## src/rtl/scu_clk_pkg.sv

```systemverilog
// Shared types and constants for the SCU programmable clock divider.
package scu_clk_pkg;

  localparam int unsigned MIN_DIV   = 2;
  localparam int unsigned CFG_DIV_W = 8;
  localparam int unsigned SEL_W     = 3;

  typedef struct packed {
    logic [CFG_DIV_W-1:0] div;
    logic                 en;
  } pend_cfg_t;

  // Ratios 0 and 1 cannot produce a distinct high and low phase, so they run as 2.
  function automatic logic [CFG_DIV_W-1:0] clamp_div(input logic [CFG_DIV_W-1:0] d);
    return (d < CFG_DIV_W'(MIN_DIV)) ? CFG_DIV_W'(MIN_DIV) : d;
  endfunction

endpackage

```

## src/rtl/scu_clk_div_ch.sv

```systemverilog
// One divider channel: period counter, pending config slot and the output flop.
module scu_clk_div_ch
  import scu_clk_pkg::*;
#(
  parameter int unsigned RST_DIV = 2,
  parameter bit          RST_EN  = 1'b1
) (
  input  logic      clk,
  input  logic      rst,
  input  logic      wr_i,
  input  pend_cfg_t cfg_i,
  output logic      div_clk_o,
  output logic      busy_o
);

  localparam logic [CFG_DIV_W-1:0] RST_N =
    (RST_DIV < MIN_DIV) ? CFG_DIV_W'(MIN_DIV) : CFG_DIV_W'(RST_DIV);

  logic [CFG_DIV_W-1:0] n_q, n_d;
  logic [CFG_DIV_W-1:0] cnt_q, cnt_d;
  logic                 en_q, en_d;
  logic                 busy_q, busy_d;
  logic                 clk_q, clk_d;
  pend_cfg_t            pend_q, pend_d;

  logic                 at_bnd;
  logic [CFG_DIV_W:0]   half;

  always_comb begin
    half   = ({1'b0, n_q} + (CFG_DIV_W+1)'(1)) >> 1;
    at_bnd = (cnt_q == n_q - CFG_DIV_W'(1));
    clk_d  = ({1'b0, cnt_q} < half);

    n_d    = n_q;
    en_d   = en_q;
    cnt_d  = cnt_q;
    busy_d = busy_q;
    pend_d = pend_q;

    // The output is always low at a boundary, so swapping N/en here cannot glitch.
    if (busy_q && at_bnd) begin
      n_d    = clamp_div(pend_q.div);
      en_d   = pend_q.en;
      cnt_d  = '0;
      busy_d = 1'b0;
    end else if (at_bnd) begin
      if (en_q) cnt_d = '0;
    end else begin
      cnt_d = cnt_q + CFG_DIV_W'(1);
    end

    // wr_i is only raised while not busy, so it never collides with an apply.
    if (wr_i) begin
      pend_d = cfg_i;
      busy_d = 1'b1;
    end
  end

  always_ff @(posedge clk or posedge rst) begin
    if (rst) begin
      n_q    <= RST_N;
      en_q   <= RST_EN;
      cnt_q  <= '0;
      busy_q <= 1'b0;
      clk_q  <= 1'b0;
      pend_q <= '0;
    end else begin
      n_q    <= n_d;
      en_q   <= en_d;
      cnt_q  <= cnt_d;
      busy_q <= busy_d;
      clk_q  <= clk_d;
      pend_q <= pend_d;
    end
  end

  assign div_clk_o = clk_q;
  assign busy_o    = busy_q;

endmodule

```

## src/rtl/scu_clk_div6.sv

```systemverilog
// Six-channel SCU clock divider: config select/ready decode around per-channel dividers.
module scu_clk_div6
  import scu_clk_pkg::*;
#(
  parameter int unsigned NUM_CLK = 6,
  parameter int unsigned DIV_W   = CFG_DIV_W,
  parameter int unsigned RST_DIV = 2,
  parameter bit          RST_EN  = 1'b1
) (
  input  logic               clk,
  input  logic               rst,
  input  logic               cfg_valid_i,
  output logic               cfg_ready_o,
  input  logic [SEL_W-1:0]   cfg_sel_i,
  input  logic [DIV_W-1:0]   cfg_div_i,
  input  logic               cfg_en_i,
  output logic [NUM_CLK-1:0] div_clk_o,
  output logic [NUM_CLK-1:0] div_busy_o
);

  // Config handshake: a transfer happens on a clk edge with cfg_valid_i && cfg_ready_o.
  // Ready drops only while the selected channel still holds an unapplied config;
  // selects beyond the last channel are always accepted and dropped.
  logic [NUM_CLK-1:0] wr;
  pend_cfg_t          cfg;

  assign cfg.div = CFG_DIV_W'(cfg_div_i);
  assign cfg.en  = cfg_en_i;

  always_comb begin
    cfg_ready_o = 1'b1;
    for (int k = 0; k < NUM_CLK; k++) begin
      if (cfg_sel_i == SEL_W'(k)) cfg_ready_o = !div_busy_o[k];
    end
  end

  always_comb begin
    wr = '0;
    for (int k = 0; k < NUM_CLK; k++) begin
      wr[k] = cfg_valid_i && cfg_ready_o && (cfg_sel_i == SEL_W'(k));
    end
  end

  for (genvar g = 0; g < NUM_CLK; g++) begin : g_ch
    scu_clk_div_ch #(
      .RST_DIV (RST_DIV),
      .RST_EN  (RST_EN)
    ) u_ch (
      .clk       (clk),
      .rst       (rst),
      .wr_i      (wr[g]),
      .cfg_i     (cfg),
      .div_clk_o (div_clk_o[g]),
      .busy_o    (div_busy_o[g])
    );
  end

endmodule

```

## config.mk

```make
export PLATFORM = sky130hd
export DESIGN_NAME = scu_clk_div6
export DESIGN_NICKNAME = d
export VERILOG_FILES = /design/src/rtl/scu_clk_pkg.sv /design/src/rtl/scu_clk_div_ch.sv /design/src/rtl/scu_clk_div6.sv
export SDC_FILE = /design/constraint.sdc
export NUM_CORES = 1
export LEC_CHECK = 0
export ABC_AREA = 1
export CAP_MARGIN = 20
export CORE_UTILIZATION = 29
export DETAILED_ROUTE_END_ITERATION = 8
export HOLD_SLACK_MARGIN = 0.02
export SLEW_MARGIN = 20
export SYNTH_ARGS = -nofsm -noshare
export SYNTH_HDL_FRONTEND = slang
export SYNTH_SLANG_ARGS = --single-unit
```

## constraint.sdc

```tcl
create_clock -name clk -period 10.06 [get_ports clk]
set_input_delay 1.509 -clock clk [delete_from_list [all_inputs] [get_ports clk]]
set_output_delay 1.509 -clock clk [all_outputs]
set_load 0.05 [all_outputs]
```

Yosys cells after proc, flatten, opt, wreduce, memory -nomap -nowiden
Cells that the tools add are included.
W data, S select, Z words.
{"block": "classes", "n_eq_ne": 17, "n_mux": 42, "reduce_logical": 26, "add_sub_neg": 18, "n_lt_le_gt_ge": 12}
{"operator": "$mux W8", "n": 24}
{"operator": "$add A8 B1 Y9 const B", "n": 6}
{"operator": "$add A8 B1 Y8 const B", "n": 6}
{"operator": "$eq A8 B8 Y1", "n": 6}
{"operator": "$lt A8 B2 Y1 const B", "n": 6}
{"operator": "$lt A8 B8 Y1", "n": 6}
{"operator": "$sub A8 B1 Y8 const B", "n": 6}
{"operator": "$mux W1", "n": 18}
{"operator": "$ne A3 B2 Y1 const B", "n": 6}
{"operator": "$logic_and A1 B1 Y1", "n": 13}
{"operator": "$reduce_bool A2 Y1", "n": 6}
{"operator": "$eq A3 B2 Y1 const B", "n": 2}
{"operator": "$eq A3 B3 Y1 const B", "n": 2}
{"operator": "$logic_not A1 Y1", "n": 6}
{"operator": "$eq A3 B1 Y1 const B", "n": 1}
{"operator": "$logic_not A3 Y1", "n": 1}
{"block": "totals", "in_bits": 15, "out_inout_bits": 13, "reg_bits": 168}

Depth between registers and ports, before layout
{"block": "depth", "ltp_word": 10, "depth_mapped": 14, "ltp_nobuf": 14}

Modules after synthesis
Synthesis repeated with hierarchy kept, for this count alone.
{"block": "unflattened", "cells_unflattened": 1505, "area_unflattened_um2": 11762.5}
{"mod": "scu_clk_div_ch (g_ch[0].u_ch ...)", "cells_per_inst": 250, "instances": 4, "seq_area_each_um2": 703.2, "area_each_um2": 1954.4}
{"mod": "scu_clk_div_ch (g_ch[3].u_ch)", "cells_per_inst": 247, "instances": 1, "seq_area_each_um2": 703.2, "area_each_um2": 1950.6}
{"mod": "scu_clk_div_ch (g_ch[5].u_ch)", "cells_per_inst": 226, "instances": 1, "seq_area_each_um2": 703.2, "area_each_um2": 1845.5}
{"mod": "scu_clk_div6", "cells_per_inst": 32, "instances": 1, "seq_area_each_um2": 0.0, "area_each_um2": 148.9}

Worst setup path before layout
Ideal clock, no wire load.
{"block": "synth_timing", "path_kind": "in2out", "startpoint": "input cfg_sel_i[0]", "endpoint": "output cfg_ready_o", "t_arrival_ns": 2.421, "path_stages": 8, "required_time_ns": 8.551, "path_buffers": 1, "slack_ns": 6.130, "path_cell_list": "inv_1 nor3_1 nand2_1 nand2_1 nor2_1 nand2_1 nor2_2 buf_2"}
{"block": "synth_via", "elab_chain_cells": 7, "elab_cells_between_ends": 12}
{"item": "from (decl)", "line_no": "scu_clk_div6.sv:14", "source": "input logic [SEL_W-1:0] cfg_sel_i,"}
{"item": "$logic_not A3 Y1", "line_no": "scu_clk_div6.sv:33", "source": "if (cfg_sel_i == SEL_W'(k)) cfg_ready_o = !div_busy_o[k];"}
{"item": "$mux W1 (5 in series)", "line_no": "scu_clk_div6.sv:33"}
{"item": "$mux W1 (*)", "line_no": "scu_clk_div6.sv:33"}
{"item": "to (decl)", "line_no": "scu_clk_div6.sv:13", "source": "output logic cfg_ready_o,"}
Mark *: on every way between the ends. The rest lies on a longest branch, timed or not.

Final worst setup path
{"block": "layout_timing", "startpoint": "input cfg_sel_i[1]", "endpoint": "output cfg_ready_o"}
Same word-level chain as after synthesis.

==> run metrics <==
outcome finished, final reports clean; Syn Inst Count 1,503; max-slew violation count 0; standby leakage power 6.000 nW; Critical R2R Capture g_ch[2].u_ch.n_q[7]; cell types with the largest area share after synthesis sky130_fd_sc_hd__dfrtp_1 (35%), sky130_fd_sc_hd__nand2_1 (16%), sky130_fd_sc_hd__ha_1 (6.7%); Starting Density 29.69%; count of placed standard cells including taps 1,987; r2r startpoint g_ch[2].u_ch.n_q[1]; count of final hold-check violations 0; mean cell area of the mapped netlist 7.511 sq um; adder-cell area share of the yosys netlist 6.650%; internal power 1.101 mW; Cell Pwr Density 121.0 nW/um^2; Detail Route Antenna Nets 0; power dissipated by switching net loads 400.1 uW; overall die height 199.3 um; proportion of layout cells with a drive suffix above 1 8.615%; first-iteration detailed-routing DRC count 377; path category of the worst min-delay check flop to flop; setup slack of the worst register-to-register path 7.60 ns; synthesized-area fraction occupied by ao, oa, aoi and oai cells 7.537%; area share of the leading cell type in the synthesized netlist 34.58%; Layout Area Growth over Synthesis 9.953%; Pwr Total 1.501 mW; number of distinct library cells after synthesis 46; Post-Layout Cell Count 2,020; start-to-end type of the worst setup path primary input to output pin; count of flip-flops with a built-in enable after synthesis 0; sum of negative setup slack 0 ns; logic depth of the worst register-to-register path 12; total via count in the routed design 9,478; Max Cap Violations 0; post-synthesis share of cell area spent on and, or, nand and nor gates 34.64%; I/O Buffers 27; diode count 0; Crit path arrival time 4.12 ns; actual transition at the worst max-transition pin 1.050 ns; most repeated cell in the gate-level netlist after synthesis sky130_fd_sc_hd__nand2_1; Pre-Repair DR Iteration Count 4; Net Count, Synth 1,578; Synth warnings 0; Chip Width 199.3 um; Clock transition at path regs 0.06 ns; root cell of the clock tree sky130_fd_sc_hd__clkbuf_16; power share of the combinational group 9.5%; most frequent cell on the critical path sky130_fd_sc_hd__nand2_1; detail-routed via count per cell 4.692; count of standard-cell rows 71; GR Overflow Total 0; Final Critical Period 5.629 ns; sequential power share 51.4%; Critical Path End Type output pin; Post-DP HPWL 18,420 um; cell type with the highest aggregate area in the netlist sky130_fd_sc_hd__dfrtp_1; number of buffers inserted during clock tree synthesis 17; later-pin clock latency in the skew report 0.43 ns; cts-stage hold buffer count 0; sequential-to-total area share from yosys stat 37.38%; CP Cell Sequence clkdlybuf4s50_1 > inv_2 > nor3_1 > nand2_1 > nand2_1 > nor2_1 > nand2_1 > nor2_4 > clkdlybuf4s50_1; number of antenna violations at the first check in global routing 0; Required @ worst endpoint 8.55 ns; vias in the first global route 9,064; net switching share of the total power 26.65%; area enclosed by the die boundary 39,720 sq um; mapped cell area 11,290 sq um; worst clock skew 0.007178 ns; final setup violation count 0; Worst Hold Endpoint g_ch[2].u_ch.en_q; setup ws final 4.431 ns; CTS-repair resized insts 0; Total Routing Usage GR 13.47%; setup repair after global routing missed its margin false; top-level I/O count 28; post-CTS setup buffer count 0; fin crit share 55.96%; critical path buffer and inverter count 3; count of state elements after synthesis 168; prevailing post-synth register cell sky130_fd_sc_hd__dfrtp_1; number of nets at the end of the flow 1,571; launching element type of the critical path primary input; main combinational cell family by area after synthesis simple AND/OR/NAND/NOR gates; mux share of post-synthesis cell area 0%; Max IR drop VDD 0.09988 mV; wire length per cell after detailed routing 12.53 um; Clock Sinks 168; Max Clock Freq 177.6 MHz; Worst path max stage delay 0.81 ns; Worst path top cell family by delay buffers and inverters; Synth top cells by count sky130_fd_sc_hd__nand2_1 (468), sky130_fd_sc_hd__dfrtp_1 (156), sky130_fd_sc_hd__inv_1 (145), sky130_fd_sc_hd__nand3_1 (117), sky130_fd_sc_hd__nor2_1 (103); Placer Congestion 0.8628; hold path start g_ch[2].u_ch.en_q; Critical Path Slowest Stage Cell sky130_fd_sc_hd__nor3_1; wire length of the first global-routing pass 43,550 um; maximum level of the CTS H-tree 4; post-route DRC violation count 0; Slew Limit Headroom 29.46%; cell depth of the worst min-delay path 2; pin count of the biggest net entering global routing 101; parity-gate share of the synthesized area counting xor and xnor cells 5.509%; CORE AREA 38,020 sq um; worst-case setup slack after placement 4.448 ns; clock power share 39.0%; largest driver fanout on the critical path 11; WL final 25,320 um; Max Buffers Root-to-Sink 2; share of flip-flops with an asynchronous set or reset 100.0%; CTS tree built
state kept, by name, summed over array words and instances (netlist names):
name	cells
g_ch.u_ch.pend_q	54
g_ch.u_ch.cnt_q	48
g_ch.u_ch.n_q	48
g_ch.u_ch.busy_o	6
g_ch.u_ch.div_clk_o	6
g_ch.u_ch.en_q	6
cells by family (layout without fill, tap and decap cells):
group | count (synthesis) | count (layout)
flops | 168 | 168
fa+ha+maj | 60 | 60
xor+xnor | 71 | 71
compound gates | 143 | 143
simple gates | 852 | 852
buf+inv | 209 | 215
how the worst max path moves through the flow:
| stage | from | to | slack (ns) | depth (start not counted) |
|---|---|---|---|---|
| 2_1_floorplan | rst | g_ch[0].u_ch.busy_o | 4.02 | 1 |
| 3_3_place_gp | cfg_sel_i[0] | cfg_ready_o | 4.51 | 9 |
| 3_5_place_dp | cfg_sel_i[0] | cfg_ready_o | 4.45 | 9 |
| 4_1_cts | cfg_sel_i[0] | cfg_ready_o | 4.46 | 9 |
| 5_1_grt | cfg_sel_i[1] | cfg_ready_o | 4.20 | 9 |
| 6_report | cfg_sel_i[1] | cfg_ready_o | 4.43 | 9 |
through the flow:
stage                     util (%)  instance area [sq um]  hold WS, ns
final                        32.64                  12410       0.4642
after global routing         32.64                  12410       0.4834
after CTS                    32.55                  12370       0.4649
after detailed placement     31.20                  11860       0.4554
after global placement       31.20                  11860       0.4564
after floorplan                  -                  11290       0.4419
cells in the final DEF, fill, tap and decap left out, drive strengths merged, types with 6 or more instances in the layout:
| cell type | synthesis | final |
|---|---|---|
| a21oi | 33 | 33 |
| nand3 | 129 | 129 |
| nand2 | 473 | 473 |
| dfrtp | 156 | 156 |
| nand4 | 80 | 80 |
| o21ai | 94 | 94 |
| xor2 | 45 | 45 |
| or2 | 10 | 10 |
| clkdlybuf4s50 | 0 | 26 |
| nor4 | 6 | 6 |
| dfstp | 12 | 12 |
| clkinv | 3 | 8 |
| ha | 60 | 60 |
| nor2 | 128 | 128 |
| clkbuf | 11 | 24 |
| inv | 149 | 149 |
| nor3 | 20 | 20 |
| xnor2 | 26 | 26 |
power by group through the flow:
stage | combinational [mW] | clock (mW) | sequential, mW
6_report | 0.143 | 0.586 | 0.772
5_1_grt | 0.168 | 0.632 | 0.781
4_1_cts | 0.144 | 0.605 | 0.773
3_5_place_dp | 0.144 | 0 | 0.785
3_3_place_gp | 0.139 | 0 | 0.784
2_1_floorplan | 0.109 | 0 | 0.771
routing by layer:
metal	vias up	wire length, um	GRT usage, %	part of all wire [%]
li1	4873	-	-	-
met1	4470	12520	17.97	49
met3	19	518	1.755	2.0
met4	0	301	4.302	1.2
met2	116	11980	22.47	47
met5	-	0	0	0
final cells by class:
cell class,instances,area (sq um)
Inverter,152,576.8
Sequential cell,168,4219
Tap cell,511,639.4
Clock buffer,24,461.7
Multi-Input combinational cell,1126,6148
Timing Repair Buffer,31,315.3
Clock inverter,8,51.30
Fill cell,4076,25610
tightest hold or removal path, stage by stage, from the launching register on:
cell and delay, ns:
sky130_fd_sc_hd__dfstp_2 0.37, sky130_fd_sc_hd__nand2_1 0.05, sky130_fd_sc_hd__nand2_1 0.04
Note: power is estimated with default switching activity, not from simulation.
